<file path="src/rtl/branch_redirect_ctl_pkg.sv">
// Shared types for the execute-stage redirect controller: FSM states, redirect
// request record and the default reset PC.
package branch_redirect_ctl_pkg;

  typedef logic        u1;
  typedef logic [63:0] u64;

  typedef enum logic [1:0] {
    RD_IDLE,
    RD_DRAIN,
    RD_ISSUE
  } redirect_state_t;

  typedef struct packed {
    u1  valid;
    u64 pc;
  } redirect_req_t;

  localparam u64 RESET_PC_DEFAULT = 64'h8000_0000;

  function automatic u1 pc_aligned(input u64 pc);
    return (pc[1:0] == 2'b00);
  endfunction

endpackage

</file>
<file path="src/rtl/branch_redirect_ctl_stat_counter.sv">
// 64-bit event counter used for redirect statistics; only present when
// BRANCH_REDIRECT_STATS_EN is defined, otherwise this file is empty.
`ifdef BRANCH_REDIRECT_STATS_EN
module branch_stat_counter (
  input  logic        clk,
  input  logic        rst_n,
  input  logic        inc_i,
  output logic [63:0] count_o
);

  logic [63:0] count_q;
  logic [63:0] count_d;

  always_comb begin
    count_d = count_q;
    if (inc_i) begin
      count_d = count_q + 64'd1;
    end
  end

  always_ff @(posedge clk or negedge rst_n) begin
    if (!rst_n) begin
      count_q <= '0;
    end else begin
      count_q <= count_d;
    end
  end

  assign count_o = count_q;

endmodule
`endif

</file>
<file path="src/rtl/branch_redirect_ctl.sv">
// Execute-stage redirect controller: flushes the wrong path, drains the ibus,
// then hands a redirect PC to fetch. Optional stats: BRANCH_REDIRECT_STATS_EN.
module branch_redirect_ctl
  import branch_redirect_ctl_pkg::*;
#(
  parameter u64 RESET_PC = RESET_PC_DEFAULT
) (
  input  logic        clk,
  input  logic        reset,
  input  logic        ex_valid,
  input  logic        ex_stall,
  input  logic        ex_branch,
  input  logic [63:0] ex_target,
  input  logic [63:0] pred_pc,
  input  logic        if_busy,
  input  logic        redirect_ready,
  output logic        redirect_valid,
  output logic [63:0] redirect_pc,
  output logic        flush_front,
  output logic        target_misalign,
`ifdef BRANCH_REDIRECT_STATS_EN
  output logic [63:0] stat_resolved,
  output logic [63:0] stat_mispred,
`endif
  output logic        busy
);

  redirect_state_t state_q, state_d;
  redirect_req_t   req_q, req_d;

  logic fire;
  logic is_idle;
  logic fire_idle;
  logic mispred;
  logic misalign;

  assign fire      = ex_valid & ~ex_stall & ex_branch;
  assign is_idle   = (state_q == RD_IDLE);
  // A resolved branch only counts while idle; younger work is already flushed otherwise.
  assign fire_idle = fire & is_idle;
  assign mispred   = fire_idle & (ex_target != pred_pc) & pc_aligned(ex_target);
  assign misalign  = fire_idle & ~pc_aligned(ex_target);

  always_comb begin
    state_d = state_q;
    unique case (state_q)
      RD_IDLE: begin
        if (mispred) begin
          state_d = if_busy ? RD_DRAIN : RD_ISSUE;
        end
      end
      RD_DRAIN: begin
        if (!if_busy) begin
          state_d = RD_ISSUE;
        end
      end
      RD_ISSUE: begin
        if (redirect_ready) begin
          state_d = RD_IDLE;
        end
      end
      default: state_d = RD_IDLE;
    endcase
  end

  always_comb begin
    req_d       = req_q;
    req_d.valid = (state_d == RD_ISSUE);
    if (mispred) begin
      req_d.pc = ex_target;
    end
  end

  always_ff @(posedge clk or negedge reset) begin
    if (!reset) begin
      state_q     <= RD_IDLE;
      req_q.valid <= 1'b0;
      req_q.pc    <= RESET_PC;
    end else begin
      state_q <= state_d;
      req_q   <= req_d;
    end
  end

  assign redirect_valid  = req_q.valid;
  assign redirect_pc     = req_q.pc;
  assign flush_front     = mispred | ~is_idle;
  assign target_misalign = misalign;
  assign busy            = ~is_idle;

`ifdef BRANCH_REDIRECT_STATS_EN
  branch_stat_counter u_stat_resolved (
    .clk     (clk),
    .rst_n   (reset),
    .inc_i   (fire_idle),
    .count_o (stat_resolved)
  );

  branch_stat_counter u_stat_mispred (
    .clk     (clk),
    .rst_n   (reset),
    .inc_i   (mispred),
    .count_o (stat_mispred)
  );
`endif

  // A branch resolving while a redirect is pending means the pipe failed to flush.
  a_no_fire_when_busy : assert property (
    @(posedge clk) disable iff (!reset) !(fire && !is_idle)
  );

endmodule

</file>
<file path="config.mk">
export PLATFORM = sky130hd
export DESIGN_NAME = branch_redirect_ctl
export DESIGN_NICKNAME = d
export VERILOG_FILES = /design/src/rtl/branch_redirect_ctl_pkg.sv /design/src/rtl/branch_redirect_ctl_stat_counter.sv /design/src/rtl/branch_redirect_ctl.sv
export SDC_FILE = /design/constraint.sdc
export NUM_CORES = 1
export LEC_CHECK = 0
export BUFFER_PORTS_ARGS = -buffer_cell sky130_fd_sc_hd__buf_4
export CORE_MARGIN = 1
export CORE_UTILIZATION = 39
export DETAILED_ROUTE_END_ITERATION = 16
export HOLD_SLACK_MARGIN = 0.08
export PLACE_DENSITY = 0.77
export SLEW_MARGIN = 20
export SYNTH_ARGS = -nofsm -noshare
export SYNTH_HDL_FRONTEND = slang
export SYNTH_SLANG_ARGS = --single-unit
</file>
<file path="constraint.sdc">
create_clock -name clk -period 2.34 [get_ports clk]
set_clock_uncertainty 0.1 [all_clocks]
set_input_delay 0.117 -clock clk [delete_from_list [all_inputs] [get_ports clk]]
set_output_delay 0.117 -clock clk [all_outputs]
set_load 0.05 [all_outputs]
</file>
==> impl_metrics.toml <==
[worst_setup_path]
endpoint_kind = "primary output"
crit_fanout = 3
reg2reg_setup_slack_ps = 140
worst_r2r_path_depth = 6
timing.critical_path.cells = "buf_4 > xor2_1 > nor4_1 > buf_4 > nand4_1 > nor4_4 > nor4_4 > or2_2 > buf_4"
crit_path_frequent_cell = "sky130_fd_sc_hd__buf_4"
timing.critical_path.buf_inv = 3
setup.worst_path.start_class = "input port"
r2r-end = "redirect_pc[48]$_DFFE_PN0N_"
criticalPathCategory = "input port to primary output"
largest_stage_delay_on_the_critical_path_ps = 380
cp_data_arrival_time_ps = 1990
timing.critical_path.required_ps = 2120
critical_path.reg2reg.startpoint = "state_q[0]$_DFF_PN0_"
timing.critical_path.slowest_stage_cell = "sky130_fd_sc_hd__nor4_4"
worst_path_dominant_cell_family = "simple AND/OR/NAND/NOR gates"

[grt]
grt.total_usage = 0.2199
grt_max_degree = 68
grt.overflow.total = 0
number_of_antenna_violations_at_the_first_check_in_global_routing = 0
grt_first_pass_wirelength_um = 14520
vias_in_the_first_global_route = 3059

[placed_design]
detailed_place.area_sq_um = 4965
port_buffers = 202
gpl.final_weighted_congestion = 0.7706
dp_hpwl_um = 6906

[timing]
rsz0062_at_grt = "no"
fin_crit_ps = 2212
worst_pin_slew_ps = 842.7
finalSetupViolCount = 0
finalCritPeriodShare = 0.9452
maxSlewViolCount = 0
fmax_mhz = 452.1
worst_slew_margin_rel = 0.4382
report.final.hold_viol_count = 0

[floorplan]
design.core.area_sq_um = 8217
initial_core_util = 0.4029
floorplan.die.height_um = 94.14
fp.dieArea_sq_um = 8861
fp-row-count = 33
design.portCount = 203
dieWidth_um = 94.14

[clocking]
cts.htree.levels = 3
tritoncts = "done"
cts_made_buffers = 9
clock_sink_count = 67
clk_path_buf_depth = 2
clockRootBuffer = "sky130_fd_sc_hd__clkbuf_8"
clock_latency_ps = 320
clkTransAtPathRegs_ps = 70

[job]
maxCapViolations = 0

[detailed_routing]
detailedRoute.firstIterationViolations = 30
routed_via_density = 4.688
routed_vias = 2949
drc = 0
detail-route-antenna-nets = 0
post_drt_wl_per_cell_um = 15.91
firstDrtPassIters = 4
detail_route.wirelength_um = 10010

[yosys]
ys_types = 22
synth_seq_cells = 67
synth_area_sq_um = 3311
synth_area_per_cell_sq_um = 13.97
synthCells = 237
yosys_warnings = 0
synth_sequential_area_ratio = 0.5068
synthesis.nets = 372

[power_and_ir_drop]
power_uw = 4589
power_per_cell_area_nw_per_um2 = 779.7
vdd_ir_max_v = 0.0005166
leakage_uw = 0.002888

[finish]
most_common_cell_after_layout_fill_and_taps_aside = "sky130_fd_sc_hd__buf_4"
drive_gt1_frac = 0.5611
synthToLayoutAreaGrowth_pct = 77.78
fillerInstances = 604
final_instance_area_sq_um = 5886
final_net_count = 654
mostFrequentLayoutCells = "208 x sky130_fd_sc_hd__buf_4, 66 x sky130_fd_sc_hd__dfrtp_1, 65 x sky130_fd_sc_hd__dlygate4sd3_1"
insertedDiodeCount = 0

[status]
outcome = "complete, no violations"

[min_path]
hold_start = "ex_target[0]"
holdPathStages = 5
worstHoldEndpoint = "redirect_pc[1]$_DFFE_PN0N_"
hp-class = "input port to register"
-- cell usage after synthesis, drive strengths merged --
library cell	number	share of area
inv	1	0.0011
mux2	62	0.23
buf	7	0.020
or2	2	0.0038
nor4	18	0.043
clkbuf	1	0.0011
nand4	4	0.0076
o211a	1	0.0030
o21ai	1	0.0015
o21a	2	0.0045
dfstp	1	0.0079
nor2	2	0.0023
or3	2	0.0038
xor2	64	0.17
nor2b	2	0.0038
dfrtp	66	0.50
nand2	1	0.0011
-- kinds of logic after synthesis --
group / count (synthesis) / synth area share
muxes: 62 / 0.2268
buffers and inverters: 9 / 0.02267
xor gates and xnor gates: 64 / 0.1693
AOI/OAI and AO/OA: 4 / 0.009068
DFF: 67 / 0.5068
and+or+nand+nor: 31 / 0.06538
-- where the power goes --
group	total [uW]	switching [uW]	internal (uW)
Clock	841	395	446
Combinational	2170	1330	841
Sequential	1580	150	1430
Total	4590	1880	2710
-- tightest hold or removal path, stage by stage --
cell,delay (ps)
sky130_fd_sc_hd__buf_4,110
sky130_fd_sc_hd__nor4_4,60
sky130_fd_sc_hd__buf_6,130
sky130_fd_sc_hd__buf_16,150
sky130_fd_sc_hd__nor2b_1,110
-- how the worst max path moves through the flow --
stage                                     from                          end  cells past startpoint
after floorplan           state_q[0]$_DFF_PN0_  redirect_pc[29]$_DFFE_PN0N_                      7
after global placement             pred_pc[34]  redirect_pc[33]$_DFFE_PN0N_                      9
after detailed placement  state_q[0]$_DFF_PN0_  redirect_pc[58]$_DFFE_PN0N_                      5
after CTS                 state_q[0]$_DFF_PN0_  redirect_pc[58]$_DFFE_PN0N_                      6
after global routing               pred_pc[34]                  flush_front                      9
final                              pred_pc[51]                  flush_front                      9
-- what timing repair did --
item	CTS	global route
endpoints found under the hold margin	131	0
gates cloned	1	1
hold buffers	65	0
endpoints found under the setup margin	40	46
gates resized for setup	2	4
pin swaps	1	1
setup buffers	3	0
-- per-layer routing --
layer | wire length, um | up-vias | track usage
li1 | - | 1399 | -
met1 | 3809 | 1415 | 0.2287
met2 | 5525 | 121 | 0.4313
met3 | 502 | 14 | 0.04612
met4 | 170 | 0 | 0.07179
met5 | 0 | - | 0
-- metrics by stage --
stage | hold WS (ps) | cells | setup WS, ps | setup TNS [ps] | util
5_1_grt | 293.1 | 629 | 17.76 | 0 | 0.7163
6_report | 292.9 | 629 | 128.2 | 0 | 0.7163
4_1_cts | 292.5 | 628 | 28.23 | 0 | 0.7108
3_3_place_gp | 166.8 | 543 | 5.010 | 0 | 0.6042
3_5_place_dp | 175.3 | 543 | -11.62 | -48.49 | 0.6042
2_1_floorplan | -278.6 | 237 | 25.07 | 0 | -
-- flip-flops by register name, indices dropped and copies added, names as in the netlist --
register and cells:
redirect_pc 64, redirect_valid 1, state_q 2
-- cell type report --
| type | count | area [sq um] | area share |
|---|---|---|---|
| inverters | 1 | 3.754 | 0.0006378 |
| multi-input cells | 161 | 1575 | 0.2676 |
| repair buffers | 279 | 2327 | 0.3954 |
| clock buffers | 16 | 170.2 | 0.02891 |
| well taps | 105 | 131.4 | 0.02232 |
| flip-flops and latches | 67 | 1678 | 0.2851 |
Note: power is estimated with default switching activity, not from simulation.
